### src/rtl/if_fetch_if.sv
// Bundles the fetch stage's control inputs, instruction-ROM port and IF/ID outputs.
// "master" is the fetch stage itself; "slave" is the surrounding core and ROM.
interface if_fetch_if;
    logic        stall_if;
    logic        stall_id;
    logic        flush;
    logic [31:0] new_pc;
    logic        branch_flag;
    logic [31:0] branch_target_addr;

    logic        rom_ce;
    logic [31:0] rom_addr;
    logic [31:0] rom_inst;

    logic [31:0] id_pc;
    logic [31:0] id_inst;
    logic        id_valid;
    logic        id_adel;

    modport master (
        input  stall_if,
        input  stall_id,
        input  flush,
        input  new_pc,
        input  branch_flag,
        input  branch_target_addr,
        output rom_ce,
        output rom_addr,
        input  rom_inst,
        output id_pc,
        output id_inst,
        output id_valid,
        output id_adel
    );

    modport slave (
        output stall_if,
        output stall_id,
        output flush,
        output new_pc,
        output branch_flag,
        output branch_target_addr,
        input  rom_ce,
        input  rom_addr,
        output rom_inst,
        input  id_pc,
        input  id_inst,
        input  id_valid,
        input  id_adel
    );
endinterface

### src/rtl/if_fetch.sv
// OpenMIPS instruction-fetch stage: owns the PC, drives the instruction ROM and
// fills the IF/ID pipeline register, honouring flush, stall and branch redirects.
module if_fetch #(
    parameter logic [31:0] RESET_PC = 32'h0000_0000
) (
    input  logic      clk,
    input  logic      rst,
    if_fetch_if.master bus
);

    logic        rom_ce_q, rom_ce_d;
    logic [31:0] pc_q, pc_d;
    logic [31:0] pc_plus4;
    logic        fetch_misaligned;

    logic [31:0] id_pc_q, id_pc_d;
    logic [31:0] id_inst_q, id_inst_d;
    logic        id_valid_q, id_valid_d;
    logic        id_adel_q, id_adel_d;

    // The PC stays parked at RESET_PC until the ROM is enabled, so the first fetch is RESET_PC.
    always_comb begin
        pc_plus4 = pc_q + 32'd4;
        rom_ce_d = 1'b1;
        pc_d     = pc_q;
        if (rom_ce_q) begin
            if (bus.flush) begin
                pc_d = bus.new_pc;
            end else if (!bus.stall_if) begin
                if (bus.branch_flag) begin
                    pc_d = bus.branch_target_addr;
                end else begin
                    pc_d = pc_plus4;
                end
            end
        end
    end

    // A branch never squashes the instruction in IF: that instruction is the delay slot.
    always_comb begin
        fetch_misaligned = (pc_q[1:0] != 2'b00);
        id_pc_d          = id_pc_q;
        id_inst_d        = id_inst_q;
        id_valid_d       = id_valid_q;
        id_adel_d        = id_adel_q;
        if (bus.flush || (bus.stall_if && !bus.stall_id)) begin
            id_pc_d    = 32'h0;
            id_inst_d  = 32'h0;
            id_valid_d = 1'b0;
            id_adel_d  = 1'b0;
        end else if (!bus.stall_if) begin
            id_pc_d    = pc_q;
            id_inst_d  = fetch_misaligned ? 32'h0 : bus.rom_inst;
            id_valid_d = rom_ce_q;
            id_adel_d  = fetch_misaligned;
        end
    end

    always_ff @(posedge clk) begin
        if (rst) begin
            rom_ce_q   <= 1'b0;
            pc_q       <= RESET_PC;
            id_pc_q    <= 32'h0;
            id_inst_q  <= 32'h0;
            id_valid_q <= 1'b0;
            id_adel_q  <= 1'b0;
        end else begin
            rom_ce_q   <= rom_ce_d;
            pc_q       <= pc_d;
            id_pc_q    <= id_pc_d;
            id_inst_q  <= id_inst_d;
            id_valid_q <= id_valid_d;
            id_adel_q  <= id_adel_d;
        end
    end

    assign bus.rom_ce   = rom_ce_q;
    assign bus.rom_addr = pc_q;
    assign bus.id_pc    = id_pc_q;
    assign bus.id_inst  = id_inst_q;
    assign bus.id_valid = id_valid_q;
    assign bus.id_adel  = id_adel_q;

endmodule

### src/flat_wrapper.sv
// flat-port wrapper written by rule: the top's interface ports become plain ports
module if_fetch_flat 
#(
    parameter logic [31:0] RESET_PC = 32'h0000_0000
)
  (clk, rst, bus_stall_if, bus_stall_id, bus_flush, bus_new_pc, bus_branch_flag, bus_branch_target_addr, bus_rom_ce, bus_rom_addr, bus_rom_inst, bus_id_pc, bus_id_inst, bus_id_valid, bus_id_adel);
  if_fetch_if bus_i ();
  input  logic clk;
  input  logic rst;
  input wire logic [$bits(bus_i.stall_if)-1:0] bus_stall_if;
  input wire logic [$bits(bus_i.stall_id)-1:0] bus_stall_id;
  input wire logic [$bits(bus_i.flush)-1:0] bus_flush;
  input wire logic [$bits(bus_i.new_pc)-1:0] bus_new_pc;
  input wire logic [$bits(bus_i.branch_flag)-1:0] bus_branch_flag;
  input wire logic [$bits(bus_i.branch_target_addr)-1:0] bus_branch_target_addr;
  output wire logic [$bits(bus_i.rom_ce)-1:0] bus_rom_ce;
  output wire logic [$bits(bus_i.rom_addr)-1:0] bus_rom_addr;
  input wire logic [$bits(bus_i.rom_inst)-1:0] bus_rom_inst;
  output wire logic [$bits(bus_i.id_pc)-1:0] bus_id_pc;
  output wire logic [$bits(bus_i.id_inst)-1:0] bus_id_inst;
  output wire logic [$bits(bus_i.id_valid)-1:0] bus_id_valid;
  output wire logic [$bits(bus_i.id_adel)-1:0] bus_id_adel;
  assign bus_i.stall_if = bus_stall_if;
  assign bus_i.stall_id = bus_stall_id;
  assign bus_i.flush = bus_flush;
  assign bus_i.new_pc = bus_new_pc;
  assign bus_i.branch_flag = bus_branch_flag;
  assign bus_i.branch_target_addr = bus_branch_target_addr;
  assign bus_rom_ce = bus_i.rom_ce;
  assign bus_rom_addr = bus_i.rom_addr;
  assign bus_i.rom_inst = bus_rom_inst;
  assign bus_id_pc = bus_i.id_pc;
  assign bus_id_inst = bus_i.id_inst;
  assign bus_id_valid = bus_i.id_valid;
  assign bus_id_adel = bus_i.id_adel;
  if_fetch #(.RESET_PC(RESET_PC)) u_core (.clk(clk), .rst(rst), .bus(bus_i));
endmodule
### config.mk
export PLATFORM = sky130hd
export DESIGN_NAME = if_fetch_flat
export DESIGN_NICKNAME = d
export VERILOG_FILES = /design/src/rtl/if_fetch_if.sv /design/src/rtl/if_fetch.sv /design/src/flat_wrapper.sv
export SDC_FILE = /design/constraint.sdc
export NUM_CORES = 1
export LEC_CHECK = 0
export CORE_ASPECT_RATIO = 0.6
export CORE_MARGIN = 2
export CORE_UTILIZATION = 35
export DETAILED_ROUTE_END_ITERATION = 12
export PLACE_DENSITY = 0.69
export SLEW_MARGIN = 10
export SYNTH_ARGS = -nofsm -noshare
export SYNTH_HDL_FRONTEND = slang
export SYNTH_SLANG_ARGS = --single-unit
### constraint.sdc
create_clock -name clk -period 1.9 [get_ports clk]
set_input_delay 0.38 -clock clk [delete_from_list [all_inputs] [get_ports clk]]
set_output_delay 0.38 -clock clk [all_outputs]
set_load 0.02 [all_outputs]
# == Word level (Yosys, flattened, before mapping) ==
# Index checks and enable logic that the tools add are counted.
# word_totals
register_bits,99
out_inout_bits,99
# classes
addsub,1
eq_ne,1
n_mux,5
reduce_logical,6
# op_table
operator,n
$mux W32,4
$add A32 B3 Y32 const B,1
$ne A2 B1 Y1 const B,1
$reduce_and A2 Y1,1
$reduce_bool A2 Y1,1
$reduce_or A2 Y1,1
$logic_and A1 B1 Y1,1
$logic_not A1 Y1,1
$logic_or A1 B1 Y1,1
$mux W1,1

# == Depth between registers and ports, before layout ==
# depth
ltp_word,4
mapped_depth,8
depth_no_buf,6

# == Least setup slack after synthesis ==
# OpenSTA, ideal clock, no wires.
# synth_timing
kind,reg2reg
from,register u_core.pc_q[10] (netlist: u_core.bus.rom_addr[10])
to,register u_core.pc_q[21] (netlist: u_core.bus.rom_addr[21])
setup_time_ns,0.058
t_arrival_ns,1.781
path_slack_ns,0.061
stages_incl_launch_ff,8
period_less_slack_ns,1.839
cell_sequence,dfxtp_1 -> clkbuf_2 -> nand4_4 -> nor3_4 -> buf_4 -> nand4_1 -> a221oi_2 -> a31o_2
# synth_between
elab_chain_len,4
# synth_lines
element,line_no,text
"start, declared",if_fetch.sv:12,"logic [31:0] pc_q, pc_d;"
"start signal, assigned",if_fetch.sv:69,pc_q <= pc_d;
$add A32 B3 Y32,if_fetch.sv:23,pc_plus4 = pc_q + 32'd4;
$mux W32,if_fetch.sv:30,if (bus.branch_flag) begin
$mux W32,if_fetch.sv:29,end else if (!bus.stall_if) begin
$mux W32,if_fetch.sv:27,if (bus.flush) begin
# No other way between the ends. The select of a mux whose other input is x is not followed.
# A chain may end at the register's enable or synchronous reset.

# == Worst setup path in the final report ==
# layout_timing
from,register u_core.pc_q[23] (netlist: u_core.bus.rom_addr[23])
to,output port bus_rom_addr[23]
# layout_lines
element,line_no,text
"end, declared",flat_wrapper.sv:17,output wire logic [$bits(bus_i.rom_addr)-1:0] bus_rom_addr;
# No word-level cell between the ends.

==> impl_metrics.yaml <==
run_status:
  outcome: "finished clean"
power:
  pwr_density_cell_nw_per_um2: 698
  p_leak_nw: 3.03
  peakVddDrop_mv: 0.439
logic_synthesis:
  syn_avg_cell_area_um2: 8.50
  synthArstFlopShare_pct: 0
  synthDistinctLibCells: 59
  ys_ff_latch: 99
  synth_edf_count: 0
  synth_seq_area_share_pct: 43.0
  synth_nets: 645
  yosys_warnings: 0
  syn_area_um2: 4610
  synthCells: 542
  synth-main-ff-cell: "dfxtp_1"
timing:
  worst_pin_slew_ns: 0.528
  finalCritPeriodShare_pct: 97.3
  layout_min_cycle_time_ns: 1.85
  maxSlewHeadroom_pct: 64.8
  fmax_mhz: 541
  drv_slew: 0
  setup_viol_count_final: 0
  hold_violations: 0
  fin_worst_skew_ns: 0.00982
job:
  max-cap-violations: 0
finish:
  final_common_cell: "clkdlybuf4s50_1"
  finish.net_count: 896
  seqCellArea_um2: 1990
  drive_gt1_share_pct: 15.2
  multiInputGateArea_um2: 2420
  syn2layout_area_growth_pct: 66.7
  layout_common_cells: "clkdlybuf4s50_1, dfxtp_1, nor2_1"
  instances_no_fill: 968
  nFillCells: 1100
  antenna_cells: 0
  final_area_um2: 7680
floorplan:
  core_region_area_um2: 12900
  die_x_um: 152
  start_util_pct: 35.8
  die_h_um: 92.9
  ioPinCount: 201
  fp-row-count: 32
  die-area_um2: 14100
clocking:
  root_buffer: "clkbuf_16"
  cts_hold_buf: 0
  cts.sinks: 99
  cts_max_level: 3
  numCtsBuffers: 9
  clk_pin_slew_ns: 0.07
  cts_buffer_depth: 2
  cts_tree: "yes"
  worstSkewPairLatency_ns: 0.34
setup_path:
  startpoint_type: "flop"
  end_kind: "output pin"
  path_max_fanout: 5
  critPathKind: "flop to output pin"
  cp.required_ns: 1.52
  arrival_ns: 1.47
place:
  dp.final_hpwl_um: 13300
  placed_area_um2: 7300
  routabilityCongestion: 0.956
  portBuffers: 200
  dp.cells: 949
detailed_routing:
  wl_um: 17400
  final_antenna_net_count: 0
  firstDrtPassIters: 5
  via_per_inst: 5.41
  via_count: 5238
  wire_per_inst_um: 17.9
  drc: 0
  first_iter_violations: 397
global_route:
  grt_pass1_wl_um: 27200
  overflow: 0
  grt_pass1_vias: 5122
  grt_usage_pct: 24.1
  antenna_found_initial: 0
  grt_max_degree: 43
min_path:
  hp-class: "primary input to flop"
==> report_power, final <==
group          internal (mW)  switching [mW]  total [mW]  leakage (nW)
combinational          0.582           0.538        1.12          2.07
clock                   1.18           0.848        2.02         0.159
sequential              2.15          0.0653        2.22         0.807
total                   3.91            1.45        5.36          3.03
==> synthesized netlist by cell type (3+ instances only) <==
cell type	instances	area share, %
dfxtp_1	99	43
nor2_1	91	7.4
a22oi_1	42	6.8
mux2i_1	37	8.0
a21oi_1	33	3.6
nand2_1	33	2.7
clkbuf_1	29	2.4
o21ai_0	26	2.8
nand4_1	15	2.0
inv_1	11	0.90
nand3_1	10	1.1
a31oi_1	7	0.95
buf_1	7	0.57
nor3_1	7	0.76
buf_2	6	0.65
o211ai_1	6	0.98
a21o_1	5	0.82
a211oi_1	4	0.65
a221oi_1	4	0.76
and3_1	4	0.54
nor4_1	4	0.54
o22ai_1	4	0.54
xnor2_1	4	0.76
a211o_1	3	0.57
mux2_2	3	0.73
o2111ai_1	3	0.57
o32ai_1	3	0.57
xor2_1	3	0.57
==> metal layers <==
| metal | track usage, % | wire [µm] |
|---|---|---|
| met5 | 0 | 0 |
| met4 | 6.39 | 298 |
| met3 | 7.39 | 1770 |
| met2 | 36.7 | 7450 |
| met1 | 33.0 | 7840 |
==> registers in the layout (all words and copies together), names as in the netlist <==
register,flops
u_core.bus.id_inst,32
u_core.bus.id_pc,32
u_core.bus.rom_addr,32
u_core.bus.id_adel,1
u_core.bus.id_valid,1
u_core.bus.rom_ce,1
==> stage by stage <==
step	utilization [%]	hold WS, ns	TNS [ns]	total power, mW	setup WS, ns
floorplan	-	0.495	0	2.74	0.0608
global placement	56.8	0.470	-0.979	3.35	-0.0937
detailed placement	56.8	0.485	-2.88	3.37	-0.149
CTS	59.3	0.408	0	5.39	0.0111
global route	59.8	0.454	-0.00356	5.55	-0.00290
finish	59.8	0.418	0	5.36	0.0519
==> cell type report <==
class                   instances  area share, %
flip-flops and latches         99           25.9
inverters                      13          0.635
clock inverters                 6           1.27
clock buffers                  10           2.98
repair buffers                284           35.0
multi-input cells             386           31.5
well taps                     170           2.77
==> what timing repair did <==
| action | CTS | global route |
|---|---|---|
| endpoints found under the setup margin | 4 | 16 |
| resized for setup | 4 | 10 |
| pin swaps | 0 | 3 |
| setup buffers | 0 | 3 |
==> logic make-up (layout without fill, tap and decap cells) <==
logic type | Yosys count | in the layout | share of synthesized area, %
mux | 40 | 40 | 8.77
compound gates | 159 | 159 | 23.6
xor+xnor | 7 | 7 | 1.33
flops | 99 | 99 | 43.0
fa+ha+maj | 1 | 1 | 0.272
buf+inv | 57 | 313 | 4.92
simple gates | 179 | 179 | 18.1
==> worst paths after layout <==
check                                              end  cells after the start  slack (ns)                                 start
setup / recovery                      bus_rom_addr[23]                      2        0.05  u_core.bus.rom_addr[23]$_SDFFE_PP0P_
hold / removal        u_core.bus.id_pc[4]$_SDFFE_PP0N_                      3        0.42                          bus_stall_if
hold reg to reg      u_core.bus.id_pc[19]$_SDFFE_PP0N_                      2        0.49     u_core.bus.id_pc[19]$_SDFFE_PP0N_
setup reg to reg  u_core.bus.rom_addr[18]$_SDFFE_PP0P_                      8        0.06   u_core.bus.rom_addr[3]$_SDFFE_PP0P_
==> critical path: stages (launching register included) <==
cell	delay, ns
dfxtp_1	0.35
buf_4	0.16
clkdlybuf4s50_1	0.62
(Power assumes the default switching activity.)
==> edit: new RTL, same settings <==
Make the reset (`rst`) asynchronous in one clocked block.
--- a/src/rtl/if_fetch.sv
+++ b/src/rtl/if_fetch.sv
@@ -57,5 +57,5 @@
     end
 
-    always_ff @(posedge clk) begin
+    always_ff @(posedge clk or posedge rst) begin
         if (rst) begin
             rom_ce_q   <= 1'b0;
Behaviour: differs if rst is asserted again (counterexample within 4 cycles, from zero or initial values and one cycle with rst high); with rst held inactive, the same outputs for 10 cycles.
==> edit against the unedited design <==
Total power increased by 15%. Register-to-register slack got worse by 0.05 ns. Synthesized area increased by 3.3%. Sequential cell count unchanged. Setup slack got worse by 0.041 ns. Combinational power increased by 61%. Core utilization decreased by 0.45 points. Wire length decreased by 2.0%. Clock power decreased by 8%. Design area increased by 0.80%.
==> edit: results (changes against the unedited design) <==
Initial DRC Count: 470 (was 397)
Critical Path Sink: u_core.bus.rom_addr[26]$_DFFE_PP0P_ (was bus_rom_addr[23])
largest net degree at the start of global routing: 67 (was 43)
top cells by count, synth: dfrtp_1 (99), a22o_1 (80), o21ai_0 (38) (was dfxtp_1 (99), nor2_1 (91), a22oi_1 (42))
Worst Skew: 0.0109 ns (was 0.00982 ns)
met3 routed WL: 1660 um (was 1770 um)
Hold WC Path Type: in2async (was in2reg)
Worst Max-Slew Pin Slew: 0.918 ns (was 0.528 ns)
CTS resizes: 6 (was 4)
Non-CTS buffers: 263 (was 284)
Hold WS: 0.492 ns (was 0.418 ns)
Signal buf overhead: 33.1% (was 35.0%)
syn_nets: 549 (was 645)
leakage power: 3.36 nW (was 3.03 nW)
Seq/Total Area, Yosys: 52.1% (was 43.0%)
Fillers: 1098 (was 1100)
total track usage: 23.7% (was 24.1%)
Crit. Startpoint: u_core.bus.rom_addr[12]$_DFFE_PP0P_ (was u_core.bus.rom_addr[23]$_SDFFE_PP0P_)
Vias per Instance: 5.69 (was 5.41)
final net count: 782 (was 896)
met3 Track Usage GR: 6.33% (was 7.39%)
top-count cell post-synth: dfrtp_1 (was dfxtp_1)
status: completed (unchanged)
Unique masters post-synth: 49 (was 59)
Wirelength per Cell: 19.9 um (was 17.9 um)
Avg Inst Size Synth: 10.7 um^2 (was 8.50 um^2)
number of global-route vias before repair: 4775 (was 5122)
CP Max Fanout: 8 (was 5)
peak supply drop: 0.000477 V (was 0.000439 V)
placed wire-length estimate: 12600 um (was 13300 um)
placed cell count: 838 (was 949)
Async SR Flop Fraction: 100% (was 0%)
-- edit: changes by cell type in the layout (fill, tap and decap cells not counted), moves of 22 or more --
cell / change
a22o_1: +79
dfxtp_1: -96
buf_4: -24
a22oi_1: -32
mux2i_1: -29
nor2_1: -77
dfrtp_1: +86
a21oi_1: -22
-- edit: critical path, cell delays in order (launching register included) --
cell      delay, ns
dfrtp_2        0.40
nand4_4        0.13
or4_4          0.63
or4_1          0.48
o211ai_1       0.17
-- edit: logic make-up after synthesis --
group / count (synthesis) / share of synthesized area, %
AO/OA/AOI/OAI: 188 / 30.1
adder cells (fa/ha/maj): 1 / 0.263
buffers and inverters: 48 / 4.02
flip-flops: 99 / 52.1
multiplexers: 8 / 1.68
other: 1 / 0.0788
AND/OR/NAND/NOR: 101 / 11.8
-- edit: where the power goes --
group          internal [mW]  switching, mW
clock network           1.06          0.801
registers               2.31          0.180
logic                  0.896          0.909
total                   4.27           1.89
